[src/rtl/byte_to_sample.sv]
// Byte stream to 32-bit real/imag sample streams (N real words, then N imag words, little-endian).
// Define BYTE_TO_SAMPLE_STATS_EN to add saturating pkt_cnt/short_cnt/long_cnt outputs.
module byte_to_sample #(
    parameter int N_SAMPLES = 512,
    parameter int DATA_W    = 32
) (
    input  logic              clk,
    input  logic              rst_n,
    input  logic [7:0]        s_axis_tdata,
    input  logic              s_axis_tvalid,
    output logic              s_axis_tready,
    input  logic              s_axis_tlast,
    output logic [DATA_W-1:0] m_real_tdata,
    output logic              m_real_tvalid,
    input  logic              m_real_tready,
    output logic              m_real_tlast,
    output logic [DATA_W-1:0] m_imag_tdata,
    output logic              m_imag_tvalid,
    input  logic              m_imag_tready,
    output logic              m_imag_tlast,
    output logic              err_short,
    output logic              err_long
`ifdef BYTE_TO_SAMPLE_STATS_EN
    ,
    output logic [15:0]       pkt_cnt,
    output logic [15:0]       short_cnt,
    output logic [15:0]       long_cnt
`endif
);

    localparam int CNT_W = $clog2(N_SAMPLES);
    localparam logic [CNT_W-1:0] LAST_CNT = CNT_W'(N_SAMPLES - 1);

    typedef enum logic [1:0] {RX_REAL, RX_IMAG, DRAIN} state_t;

    state_t              state_reg, state_next;
    logic [1:0]          byte_ptr_reg, byte_ptr_next;
    logic [DATA_W-9:0]   acc_reg, acc_next;
    logic [CNT_W-1:0]    sample_cnt_reg, sample_cnt_next;
    logic [DATA_W-1:0]   out_data_reg, out_data_next;
    logic                out_valid_reg, out_valid_next;
    logic                out_last_reg, out_last_next;
    logic                out_imag_reg, out_imag_next;
    logic                err_short_reg, err_short_next;
    logic                err_long_reg, err_long_next;
    logic                good_evt;

    logic sel_tready;
    logic accept;
    logic short_evt;

    // The held word remembers its own stream so a drain after a state change is routed correctly.
    assign sel_tready = out_imag_reg ? m_imag_tready : m_real_tready;
    assign accept     = s_axis_tvalid && s_axis_tready;

    always_ff @(posedge clk or negedge rst_n) begin
        if (!rst_n) begin
            state_reg      <= RX_REAL;
            byte_ptr_reg   <= 2'd0;
            acc_reg        <= '0;
            sample_cnt_reg <= '0;
            out_data_reg   <= '0;
            out_valid_reg  <= 1'b0;
            out_last_reg   <= 1'b0;
            out_imag_reg   <= 1'b0;
            err_short_reg  <= 1'b0;
            err_long_reg   <= 1'b0;
        end else begin
            state_reg      <= state_next;
            byte_ptr_reg   <= byte_ptr_next;
            acc_reg        <= acc_next;
            sample_cnt_reg <= sample_cnt_next;
            out_data_reg   <= out_data_next;
            out_valid_reg  <= out_valid_next;
            out_last_reg   <= out_last_next;
            out_imag_reg   <= out_imag_next;
            err_short_reg  <= err_short_next;
            err_long_reg   <= err_long_next;
        end
    end

    always_comb begin
        state_next      = state_reg;
        byte_ptr_next   = byte_ptr_reg;
        acc_next        = acc_reg;
        sample_cnt_next = sample_cnt_reg;
        out_data_next   = out_data_reg;
        out_valid_next  = out_valid_reg;
        out_last_next   = out_last_reg;
        out_imag_next   = out_imag_reg;
        err_short_next  = 1'b0;
        err_long_next   = 1'b0;
        short_evt       = 1'b0;
        good_evt        = 1'b0;

        if (out_valid_reg && sel_tready) begin
            out_valid_next = 1'b0;
        end

        case (state_reg)
            RX_REAL, RX_IMAG: begin
                if (accept) begin
                    if (byte_ptr_reg != 2'd3) begin
                        acc_next[{byte_ptr_reg, 3'b000} +: 8] = s_axis_tdata;
                        byte_ptr_next = byte_ptr_reg + 2'd1;
                        short_evt     = s_axis_tlast;
                    end else begin
                        out_data_next  = {s_axis_tdata, acc_reg};
                        out_valid_next = 1'b1;
                        out_last_next  = (sample_cnt_reg == LAST_CNT);
                        out_imag_next  = (state_reg == RX_IMAG);
                        byte_ptr_next  = 2'd0;
                        if (sample_cnt_reg == LAST_CNT) begin
                            sample_cnt_next = '0;
                            if (state_reg == RX_REAL) begin
                                state_next = RX_IMAG;
                                short_evt  = s_axis_tlast;
                            end else if (s_axis_tlast) begin
                                state_next = RX_REAL;
                                good_evt   = 1'b1;
                            end else begin
                                state_next = DRAIN;
                            end
                        end else begin
                            sample_cnt_next = sample_cnt_reg + 1'b1;
                            short_evt       = s_axis_tlast;
                        end
                    end
                end
            end
            DRAIN: begin
                if (accept && s_axis_tlast) begin
                    err_long_next = 1'b1;
                    state_next    = RX_REAL;
                end
            end
            default: begin
                state_next = RX_REAL;
            end
        endcase

        // Early tlast: the partial word is dropped and the next packet starts clean.
        if (short_evt) begin
            err_short_next  = 1'b1;
            byte_ptr_next   = 2'd0;
            sample_cnt_next = '0;
            state_next      = RX_REAL;
        end
    end

    always_comb begin
        s_axis_tready = 1'b1;
        if (state_reg != DRAIN) begin
            s_axis_tready = (byte_ptr_reg != 2'd3) || !out_valid_reg || sel_tready;
        end
        m_real_tdata  = out_data_reg;
        m_imag_tdata  = out_data_reg;
        m_real_tvalid = out_valid_reg && !out_imag_reg;
        m_imag_tvalid = out_valid_reg && out_imag_reg;
        m_real_tlast  = out_valid_reg && !out_imag_reg && out_last_reg;
        m_imag_tlast  = out_valid_reg && out_imag_reg && out_last_reg;
        err_short     = err_short_reg;
        err_long      = err_long_reg;
    end

`ifdef BYTE_TO_SAMPLE_STATS_EN
    logic [15:0] pkt_cnt_reg, short_cnt_reg, long_cnt_reg;

    always_ff @(posedge clk or negedge rst_n) begin
        if (!rst_n) begin
            pkt_cnt_reg   <= 16'd0;
            short_cnt_reg <= 16'd0;
            long_cnt_reg  <= 16'd0;
        end else begin
            if (good_evt && pkt_cnt_reg != 16'hFFFF) begin
                pkt_cnt_reg <= pkt_cnt_reg + 16'd1;
            end
            if (err_short_next && short_cnt_reg != 16'hFFFF) begin
                short_cnt_reg <= short_cnt_reg + 16'd1;
            end
            if (err_long_next && long_cnt_reg != 16'hFFFF) begin
                long_cnt_reg <= long_cnt_reg + 16'd1;
            end
        end
    end

    assign pkt_cnt   = pkt_cnt_reg;
    assign short_cnt = short_cnt_reg;
    assign long_cnt  = long_cnt_reg;
`else
    logic unused_good;
    assign unused_good = good_evt;
`endif

endmodule

[config.mk]
export PLATFORM = sky130hd
export DESIGN_NAME = byte_to_sample
export DESIGN_NICKNAME = d
export VERILOG_FILES = /design/src/rtl/byte_to_sample.sv
export SDC_FILE = /design/constraint.sdc
export NUM_CORES = 1
export LEC_CHECK = 0
export ABC_AREA = 1
export CORE_AREA = 2 2 74 111
export CTS_BUF_LIST = sky130_fd_sc_hd__clkbuf_2
export CTS_CLUSTER_DIAMETER = 60
export DETAILED_ROUTE_END_ITERATION = 7
export DIE_AREA = 0 0 76 113
export GPL_ROUTABILITY_DRIVEN = 0
export HOLD_SLACK_MARGIN = 0.05
export PLACE_DENSITY = 0.85
export SETUP_SLACK_MARGIN = 0.05
export SLEW_MARGIN = 5
export SYNTH_ARGS = -nofsm -noshare
export SYNTH_HDL_FRONTEND = slang
export SYNTH_SLANG_ARGS = --single-unit
[constraint.sdc]
create_clock -name clk -period 2.9 [get_ports clk]
set_input_delay 0.58 -clock clk [delete_from_list [all_inputs] [get_ports clk]]
set_output_delay 0.58 -clock clk [all_outputs]
set_load 0.01 [all_outputs]
Word-level counts from Yosys, hierarchy flattened. Index checks and enable logic that the tools add are counted.

Output and inout port bits: 71. Word-level logic and storage cells: 78. Bits of input ports: 14. Register bits after elaboration: 74.

Reductions and logical operators: 20. Bitwise operators: 1. Shifts and indexed selects: 2. Add/subtract/negate cells: 3. Equal/unequal tests: 10. Mux-type cells: 32.

Operators with widths (number): 2-to-1 mux 9 bit (5); bitwise mux 24 bit (1); variable shift 8 x 7 -> 24 bit (first input constant) (1); indexed part select 8 x 7 -> 24 bit (1); 2-to-1 mux 2 bit (11); 2-to-1 mux 1 bit (14); inequality test 3 bit (second input constant) (4); adder 9 x 1 -> 9 bit (second input constant) (1); == test 9 bit (second input constant) (1); AND reduction 3 bit (3); logical AND 1 bit (7); negator 5 -> 7 bit (1); inequality test 2 bit (second input constant) (3); case mux 2 bit (2 select lines) (1); AND reduction 4 bit (1); nonzero test 2 bit (2); adder 2 x 1 -> 2 bit (second input constant) (1); == test 2 x 1 -> 1 bit (second input constant) (1); == test 2 bit (second input constant) (1); logical NOT 1 bit (2); logical NOT 2 bit (1); logical OR 1 bit (2); AND reduction 2 bit (1); OR reduction 2 bit (1); inverter 1 bit (1).

Logic depth before layout (Yosys ltp). Gate-level depths: netlist of the first run.

Word-level depth: 9. Depth in mapped cells: 14. Depth with buffers taken out: 13.

Worst setup path after synthesis of the first run. No wires, ideal clock.

Path kind: reg2reg. Start point: reg sample_cnt_reg[0]. End point: reg sample_cnt_reg[0]. Stages on the path, launching flop included: 13. Arrival time: 1803 ps. Period minus slack after synthesis: 1925 ps. Path slack: 975 ps. Buffers on the path: 2. Setup time: 123 ps. Data required time: 2777 ps. Cells stage by stage: dfrtp_1 -> ha_1 -> nand3_1 -> nor2_1 -> ha_1 -> buf_2 -> nand2_1 -> nor2_1 -> nor2_1 -> nand4_1 -> buf_4 -> nand3_1 -> o21ai_1.

Cells in the longest elaborated chain, start to end: 7. Elaborated cells between the ends (all ways): 15. Those cells by class: add/sub (1); eq/ne (2); mux (9); reduce/logical (3).

Ends and longest elaborated chain: start, declared (RTL line 39) `logic [CNT_W-1:0] sample_cnt_reg, sample_cnt_next;`; start signal, assigned (RTL line 72) `sample_cnt_reg <= sample_cnt_next;`; branches (longest 7 deep; another with adder 9 x 1 -> 9 bit).

Parallel ways; which one is timed is not known. The select of a mux whose other input is x is not followed. A chain may end at the register's enable or synchronous reset.

Worst setup path after layout of the first run.
Start point: reg byte_ptr_reg[0]. End point: out s_axis_tready.

Cells in the longest elaborated chain, start to end: 4.

Ends and longest elaborated chain: start, declared (RTL line 37) `logic [1:0] byte_ptr_reg, byte_ptr_next;`; start signal, assigned (RTL line 70) `byte_ptr_reg <= byte_ptr_next;`; inequality test 2 bit (RTL line 154) `s_axis_tready = (byte_ptr_reg != 2'd3) || !out_valid_reg || sel_tready;`; logical OR 1 bit (2 in a row) (RTL line 154); 2-to-1 mux 1 bit (RTL line 153) `if (state_reg != DRAIN) begin`; end, declared (RTL line 11) `output logic s_axis_tready,`.

No other way between the ends.

==> results of run 1 <==
critical path: stages, from the launching register on:
cell	delay [ns]
dfrtp_2	0.51
ha_1	0.29
inv_2	0.14
nor2_2	0.07
nand2_4	0.10
clkdlybuf4s50_1	0.54
logic make-up after synthesis:
logic type,count (synthesis)
and+or+nand+nor,218
buffers and inverters,75
DFF,74
AOI/OAI and AO/OA,41
adders and majority gates,7
xor gates and xnor gates,4
worst max path at each step:
| stage | start | depth (start not counted) | slack (ns) | endpoint |
|---|---|---|---|---|
| after global placement | m_imag_tready | 6 | 0.45 | s_axis_tready |
| after CTS | byte_ptr_reg[0] | 5 | 0.12 | s_axis_tready |
| after global routing | byte_ptr_reg[0] | 5 | 0.1 | s_axis_tready |
| final | byte_ptr_reg[0] | 5 | 0.20 | s_axis_tready |
| after floorplan | sample_cnt_reg[0] | 12 | 0.97 | sample_cnt_reg[0] |
| after detailed placement | m_real_tready | 6 | 0.39 | s_axis_tready |
power by group through the flow:
| stage | registers [W] | logic [W] | clock network [W] |
|---|---|---|---|
| final | 0.00173 | 0.00200 | 0.000538 |
| after global routing | 0.00179 | 0.00218 | 0.000589 |
| after CTS | 0.00174 | 0.00202 | 0.000549 |
| after detailed placement | 0.00175 | 0.00201 | 0 |
| after global placement | 0.00173 | 0.00195 | 0 |
| after floorplan | 0.00178 | 0.00120 | 0 |
stage by stage:
step                      instances  setup WS [ns]  area (sq um)   util  hold WS (ns)
after floorplan                 419          0.975          3690      -         0.284
after global placement          562          0.451          4320  0.571         0.463
after detailed placement        562          0.392          4320  0.571         0.464
after CTS                       577          0.122          4420  0.584         0.192
after global routing            577         0.0993          4420  0.584         0.211
final                           577          0.203          4420  0.584         0.165
synthesized netlist by cell type (all sizes together):
library cell  number  area, sq um
xnor2              2         17.5
nor3b              2         15.0
o21ai             40          290
dfrtp             74         1850
nand3             18          103
buf               45          358
ha                 7         87.6
nand4              9         56.3
xor2               2         17.5
nor3               3         15.0
inv               29          109
a21oi              1         5.00
nor2              24          113
nand2            162          648
clkbuf             1         3.75
timing repair:
| item | 4_1_cts | 5_1_grt |
|---|---|---|
| endpoints found under the setup margin | 0 | 1 |
| hold buffers | 0 | 0 |
| gates resized for setup | 0 | 1 |
layout make-up:
| cell class | count | area, sq um |
|---|---|---|
| clock inverters | 6 | 57.6 |
| multi-input cells | 270 | 1370 |
| well taps | 102 | 128 |
| inverters | 29 | 109 |
| flip-flops and latches | 74 | 1850 |
| repair buffers | 87 | 861 |
| clock buffers | 9 | 45.0 |
| fillers | 656 | 3140 |
routing by layer:
metal  GRT usage  share of wire  vias up  wire (um)
li1            -              -     1385          -
met1       0.218           0.41     1343       3040
met2       0.309           0.52       86       3900
met3      0.0343          0.048       15        356
met4      0.0897          0.018        0        137
met5           0              0        -          0
==> impl_results.md, run 1 <==
* Clock skew at 0.0248 ns
* Final setup fails at 0
* Peak supply drop at 0.000569 V
* Most frequent cells in the layout: nand2_1 (154), clkdlybuf4s50_1 (83), dfrtp_1 (73), inv_1 (24), o21ai_2 (24)
* Synth Area in XOR/XNOR at 0.00949
* Die area at 0.00859 sq mm
* Ys Warns at 0
* Fmax at 371 MHz
* Final Cycle Share at 0.930
* CTS sink cnt at 74
* Max cap viols at 0
* Setup CP Type: reg2out
* IO Pins at 85
* Drt initial violations at 229
* Share of layout cells above drive strength 1 at 0.131
* Leading cell type in the layout, fill and taps excluded: nand2_1
* Design Power at 0.00426 W
* DRT Pass-1 Iters at 4
* Final Hold Viols at 0
* Cells after Synth at 419
* Clock power share at 0.126
* Post-Synth Adder-Cell Area at 0.0237
* Slew margin rel. at 0.400
* Simple-gate share of the synthesized area at 0.257
* Reg2Reg Launch Point: sample_cnt_reg[0]
* Clk_lat worst skew at 0.50 ns
* Die height at 113 um
* Site Rows at 39
* Antenna violation net count after detailed routing at 0
* ANT cells at 0
* Clock transition at the registers of the reported paths at 0.19 ns
* Clock buffer count from CTS at 9
* Total wire length at 7.43 mm
* Arrival time worst endpoint at 2.12 ns
* Post-synth cell types at 25
* Hold crit path type: in2async
* Switching fraction of total power at 0.384
* CP endpoint kind: output pin
* Mux cell area share after synthesis at 0
* Synth-to-Final Area Change at 19.8%
* Gate power share at 0.468
* Clock buffer depth at 2
* H-tree depth at 3
* CP Max Fanout at 8
* FF-to-FF End: state_reg[1]
* Actual slew at the worst max-slew pin at 0.900 ns
* Final #Nets at 492
* Post-CTS Setup Inserts at 0
* Via count at 2829
* Syn_nets at 440
* Vias per cell at 4.90
* FF-to-FF path depth at 11
* Initial antenna violation count at 0
* Main combinational cell family by area after synthesis: simple AND/OR/NAND/NOR gates
* RSZ-0062 raised after global routing: no
* Vias in the first global route at 2792
* Gr usage total at 0.180
* First-pass GRT wire length at 12.6 mm
* Largest register FFs at 32
* Pin count of the biggest net entering global routing at 75
* Sequential Power Share at 0.405
* Power density cells at 964 mW/mm^2
* Mapped Avg Cell Area at 8.81 sq um
* Routed len/inst at 12.9 um
* Final HPWL DP at 5.35 mm
* Final setup TNS at 0 ns
* Clk root buf: clkbuf_2
* Tmin final at 2.70 ns
* Total grt overflow at 0
* Drc violations at 0
* Pint at 0.00262 W
* Startpoint Class: register
* CTS tree: done
* Sequential element share of the synthesized area at 0.502
* Slew Viols, Final at 0
* PortBufs at 84
* Die Span X at 76 um
* Leak pwr at 2.18 nW
* Status: completed
* Switching pwr at 0.00164 W
* Seq cells post-synth at 74
* Post-synthesis cell area at 0.00369 sq mm
* Starting Density at 0.488
* Core area at 0.00756 sq mm
* Reg2reg setup slack at 0.35 ns
* Synth Area in Compound Gates at 0.0800
* Critical Path RT at 2.32 ns
No activity file was read; power rests on OpenSTA's default activity.
==> run 2, diff against run 1 <==
CTS_BUF_LIST = sky130_fd_sc_hd__clkbuf_8   (was sky130_fd_sc_hd__clkbuf_2)
SKIP_LAST_GASP = 1   (was not set)
==> run 2 against run 1 <==
- routed wire length is 0.79% lower
- sequential share of layout area down 0.84 points
- count of clock-buffer cells in the layout rose by 1
- global-route usage is 0.10 points lower
- die area unchanged
- critical endpoint unchanged
- largest power group unchanged
==> impl_results.md, run 2 (synthesized netlist as in run 1, its figures left out) <==
* CP Max Fanout at 8 (unchanged)
* Most frequent cells in the layout: nand2_1 (154), clkdlybuf4s50_1 (83), dfrtp_1 (74), inv_1 (24), o21ai_2 (24) (was nand2_1 (154), clkdlybuf4s50_1 (83), dfrtp_1 (73), inv_1 (24), o21ai_2 (24))
* Fillers at 639 (was 656)
* Largest register FFs at 32 (unchanged)
* Post-CTS resize count at 0 (unchanged)
* CP endpoint kind: output pin (unchanged)
* Slew Viols, Final at 0 (unchanged)
* Hold crit path type: in2async (unchanged)
* Die height at 113 um (unchanged)
* Total grt overflow at 0 (unchanged)
* CTS sink cnt at 74 (unchanged)
* Pin count of the biggest net entering global routing at 75 (unchanged)
* Clock skew at 0.0141 ns (was 0.0248 ns)
* Drc violations at 0 (unchanged)
* Starting Density at 0.488 (unchanged)
* CTS tree: done (unchanged)
* Pint at 0.00285 W (was 0.00262 W)
* Cts hold-fix bufs at 0 (unchanged)
* Drt initial violations at 234 (was 229)
* Actual slew at the worst max-slew pin at 0.898 ns (was 0.900 ns)
* Final Util at 0.596 (was 0.584)
* Gr usage total at 0.179 (was 0.180)
* Area of the multi-input gates at 0.00137 sq mm (unchanged)
* ANT cells at 0 (unchanged)
* Total wire length at 7.37 mm (was 7.43 mm)
* Crit path cell chain: ha_1, inv_2, nor2_2, nand2_4, clkdlybuf4s50_1 (unchanged)
* Status: completed (unchanged)
* Site Rows at 39 (unchanged)
* Power density cells at 1000 mW/mm^2 (was 964 mW/mm^2)
* Synth-to-Final Area Change at 22.2% (was 19.8%)
* CP delay by family, top: buffers and inverters (unchanged)
* Post-Layout Cell Count at 577 (unchanged)
* Final #Nets at 492 (unchanged)
* Clock power share at 0.174 (was 0.126)
* Die Span X at 76 um (unchanged)
* DRT Pass-1 Iters at 6 (was 4)
* Vias in the first global route at 2776 (was 2792)
* Setup CP Type: reg2out (unchanged)
* Leak pwr at 2.21 nW (was 2.18 nW)
* Fmax at 392 MHz (was 371 MHz)
* Clk_lat worst skew at 0.34 ns (was 0.50 ns)
* PortBufs at 84 (unchanged)
* Register area at 0.00185 sq mm (about the same)
* Vias per cell at 4.97 (was 4.90)
* Switching fraction of total power at 0.367 (was 0.384)
* Cells after DPL at 562 (unchanged)
* Via count at 2865 (was 2829)
* Post-CTS Setup Inserts at 0 (unchanged)
* IO Pins at 85 (unchanged)
* Sequential Power Share at 0.384 (was 0.405)
* Clock transition at the registers of the reported paths at 0.08 ns (was 0.19 ns)
* Final Cycle Share at 0.881 (was 0.930)
* Antenna violation net count after detailed routing at 0 (unchanged)
* Routed len/inst at 12.8 um (was 12.9 um)
* Worst Setup SP: byte_ptr_reg[0] (unchanged)
* Switching pwr at 0.00166 W (was 0.00164 W)
* Share of layout cells above drive strength 1 at 0.131 (unchanged)
* Placed Area at 0.00432 sq mm (unchanged)
* Startpoint Class: register (unchanged)
* H-tree depth at 3 (unchanged)
* Arrival time worst endpoint at 1.97 ns (was 2.12 ns)
* Max incr delay on CP at 0.50 ns (was 0.54 ns)
* CP bufs+invs at 2 (unchanged)
* First-pass GRT wire length at 12.5 mm (was 12.6 mm)
* Final Hold Viols at 0 (unchanged)
* Leading cell type in the layout, fill and taps excluded: nand2_1 (unchanged)
* Gate power share at 0.442 (was 0.468)
* Core area at 0.00756 sq mm (unchanged)
* Clock buffer depth at 2 (unchanged)
* Peak supply drop at 0.000592 V (was 0.000569 V)
* Max cap viols at 0 (unchanged)
* Clock buffer count from CTS at 9 (unchanged)
* Critical path's slowest cell: dfrtp_1 (was clkdlybuf4s50_1)
* Die area at 0.00859 sq mm (unchanged)
* Final setup TNS at 0 ns (unchanged)
* Final instance area at 0.00451 sq mm (was 0.00442 sq mm)
* RSZ-0062 raised after global routing: no (unchanged)
* Critical Path RT at 2.32 ns (about the same)
* Initial antenna violation count at 0 (unchanged)
* Tmin final at 2.55 ns (was 2.70 ns)
* Final setup fails at 0 (unchanged)
* Clk root buf: clkbuf_8 (was clkbuf_2)
* Reg2Reg Launch Point: sample_cnt_reg[0] (unchanged)
* Final HPWL DP at 5.35 mm (unchanged)
* Slew margin rel. at 0.401 (was 0.400)
run 2: worst register-to-register path, stage by stage, from the launching register on:
cell     delay [ns]
dfrtp_1        0.42
ha_1           0.24
nand3_1        0.13
nor2_1         0.07
ha_1           0.28
nand2_1        0.12
nor2_1         0.05
nor2_1         0.12
nand4_1        0.48
nand2_1        0.23
nand2_1        0.09
o21ai_0        0.16
run 2: final cells by class:
cell class              instances  area share
clock buffers                  10      0.0305
clock inverters                 5      0.0119
inverters                      29      0.0241
multi-input cells             270       0.303
flip-flops and latches         74       0.411
well taps                     102      0.0283
repair buffers                 87       0.191
run 2: per-stage QoR:
step / setup WS, ns / power, W / hold WS, ns
floorplan: 0.975 / 0.00298 / 0.284
global placement: 0.451 / 0.00368 / 0.463
detailed placement: 0.392 / 0.00376 / 0.464
CTS: 0.350 / 0.00455 / 0.405
global route: 0.195 / 0.00481 / 0.438
finish: 0.346 / 0.00451 / 0.355
run 2: worst paths after layout:
kind / end / slack, ns / cells after the start
max reg2reg: state_reg[1] / 0.41 / 11
min: m_imag_tdata[1] / 0.36 / 1
max: s_axis_tready / 0.35 / 5
min reg2reg: m_imag_tdata[5] / 0.47 / 2
max in group asynchronous: state_reg[1] / 1.95 / 1
min in group clk: m_imag_tdata[5] / 0.47 / 2
run 2: routing by layer:
layer	wire (um)	part of all wire	vias to the layer above	global-route usage
met4	155	0.021	0	0.0800
li1	-	-	1385	-
met3	381	0.052	18	0.0303
met5	0	0	-	0
met1	3050	0.41	1357	0.217
met2	3790	0.51	105	0.314
run 2: power by group through the flow:
| stage | combinational (W) | clock [W] | sequential, W |
|---|---|---|---|
| after global routing | 0.00218 | 0.000836 | 0.00179 |
| after CTS | 0.00202 | 0.000788 | 0.00174 |
| after floorplan | 0.00120 | 0 | 0.00178 |
| after global placement | 0.00195 | 0 | 0.00173 |
| after detailed placement | 0.00201 | 0 | 0.00175 |
| final | 0.00199 | 0.000783 | 0.00173 |
==> run 3, diff against run 2 <==
GPL_ROUTABILITY_DRIVEN = not set   (was 0)
==> results of run 3 <==
No change in the layout: final DEF, timing and power equal those of run 2.
==> RTL change (config.mk and constraints of run 2) <==
`DATA_W`: 32 -> 16.
--- a/src/rtl/byte_to_sample.sv
+++ b/src/rtl/byte_to_sample.sv
@@ -2,7 +2,7 @@
 // Define BYTE_TO_SAMPLE_STATS_EN to add saturating pkt_cnt/short_cnt/long_cnt outputs.
 module byte_to_sample #(
     parameter int N_SAMPLES = 512,
-    parameter int DATA_W    = 32
+    parameter int DATA_W    = 16
 ) (
     input  logic              clk,
     input  logic              rst_n,
Interface: changed (resized m_imag_tdata and m_real_tdata); port bits go from 85 to 53. The function was not compared with the original's and may differ.
==> RTL change against run 2 <==
- clock power down 43%
- critical path depth up 9
- sequential cell count down 32
- highest routed layer unchanged
- worst setup slack better by 0.043 ns
- hold slack better by 0.053 ns
- die area unchanged
- area after synthesis down 43%
- routed wire length down 38%
- via count down 40%
- final cell count down 31%
- final area down 40%
- utilization down 24 points
- power down 49%
==> RTL change: results (changes against run 2) <==
sw frac=35.3% (-1.4 points); Clk Latency, worst-skew pair=0.29 ns (-0.05 ns); status=finished clean; max FFs per register=16 (-50%); Worst Path Arrival=2.74 ns (+0.77 ns); Commonest cells post-synth=nand2_1, dfrtp_1, nand3_1; gr usage total=11.3% (-6.7 points); first-pass GRT wire length=7870 um (-37%); Ys Warns=0 (unchanged); number of instances in the placed design=388 (-31%); router iterations before antenna repair=4 (-2); Top FF cell, synth=dfrtp_1; hpwl dp=3460 um (-35%); DR WL met2=2470 um (-35%); IO buf count=52 (-38%); nets=311 (-37%); Pleak=1.37 nW (-38%); Worst Hold Class=primary input to async pin; TritonCTS Buffers=5 (-4); dominant cells by area after synthesis=dfrtp_1, nand2_1, buf_4, nand3_1, inv_1; Avg Cell Area, Syn=8.31 um^2 (-5.7%); post-CTS sizing=0 (unchanged); vias post-DR=1,728 (-40%); Met3 Wirelength=218 um (-43%); fillcell total=751 (+18%); sequential fraction of the synthesis area=50.2% (about the same); ANT cells=0 (unchanged); DR iter-0 viols=112 (-52%); Worst VDD drop=298 uV (-50%); final setup skew=0.00964 ns (-0.00449 ns); Non-Filler Instances=396 (-31%); post-CTS setup buffer count=0 (unchanged); wire length per cell=11.6 um (-9.2%); Metal-1 WL=1840 um (-40%); H-tree Lvls=2 (-1); layout cells sized above 1=7.48% (-5.6 points); largest net degree at the start of global routing=43 (-43%); synth unique cells=22 (-12%); post-synth net total=270 (-39%); worst relative slew slack=39.9% (-0.19 points); Highest Signal Layer=met4
[RTL change: changes by cell type in the layout (fill, tap and decap cells not counted), sizes merged, moves of 7 or more]
cell           before  now
dfrtp              74   42
o21ai              40   15
nand3              18   25
nor2               24   16
clkdlybuf4s50      83   51
nand2             162   90
[RTL change: power groups by stage]
stage,Sequential (mW),Combinational (mW),Clock (mW)
6_report,0.903,0.959,0.447
5_1_grt,0.928,1.05,0.477
4_1_cts,0.906,0.974,0.457
3_5_place_dp,0.915,0.971,0
3_3_place_gp,0.903,0.942,0
2_1_floorplan,0.930,0.545,0
[RTL change: worst max-delay path: stages, from the launching register on]
cell and delay, ns:
dfrtp_1 0.41, ha_1 0.20, nand3_1 0.14, nor2_1 0.15
nand2_1 0.10, nor3b_1 0.20, ha_1 0.23, nand2_1 0.07
nor2_1 0.15, nor2_1 0.08, nand4_1 0.18, inv_1 0.10
nor2_2 0.27, nand2_1 0.08, o21ai_1 0.08
[RTL change: logic make-up after synthesis]
group           synth area share [%]
xor+xnor                        1.67
buf+inv                         12.0
compound gates                  3.83
simple gates                    29.9
fa+ha+maj                       2.39
flops                           50.2
[RTL change: per-stage QoR]
stage	worst slack (ns)	area (um^2)	power, mW	utilization [%]
final	0.389	2720	2.31	35.9
after global placement	0.452	2610	1.84	34.5
after CTS	0.405	2720	2.34	35.9
after global routing	0.0783	2720	2.46	35.9
after floorplan	0.745	2090	1.47	-
after detailed placement	0.409	2610	1.89	34.5
[RTL change: metal layers]
layer / vias to the layer above / global-route usage (%)
li1: 853 / -
met1: 814 / 12.0
met2: 54 / 21.5
met3: 7 / 2.63
met4: 0 / 4.12
met5: - / 0
[RTL change: path summary, 6_finish.rpt]
path,start,slack (ns),cells after the start,endpoint
max in group asynchronous,rst_n,1.92,1,acc_reg[1]$_DFFE_PN0P_
hold reg to reg,acc_reg[4]$_DFFE_PN0P_,0.49,2,m_imag_tdata[4]$_DFFE_PN0P_
setup reg to reg,sample_cnt_reg[0]$_DFFE_PN0P_,0.39,14,sample_cnt_reg[2]$_DFFE_PN0P_
min in group clk,acc_reg[4]$_DFFE_PN0P_,0.49,2,m_imag_tdata[4]$_DFFE_PN0P_
hold / removal,rst_n,0.41,1,m_imag_tdata[7]$_DFFE_PN0P_
setup / recovery,sample_cnt_reg[0]$_DFFE_PN0P_,0.39,14,sample_cnt_reg[2]$_DFFE_PN0P_
[RTL change: cell type report]
| class | instances | share of cell area (%) |
|---|---|---|
| clock inverter | 3 | 1.38 |
| tap | 102 | 4.70 |
| sequential | 42 | 38.7 |
| inverter | 25 | 3.45 |
| clock buffer | 5 | 2.53 |
| multi-input combinational | 163 | 29.2 |
| timing repair buffer | 56 | 20.1 |
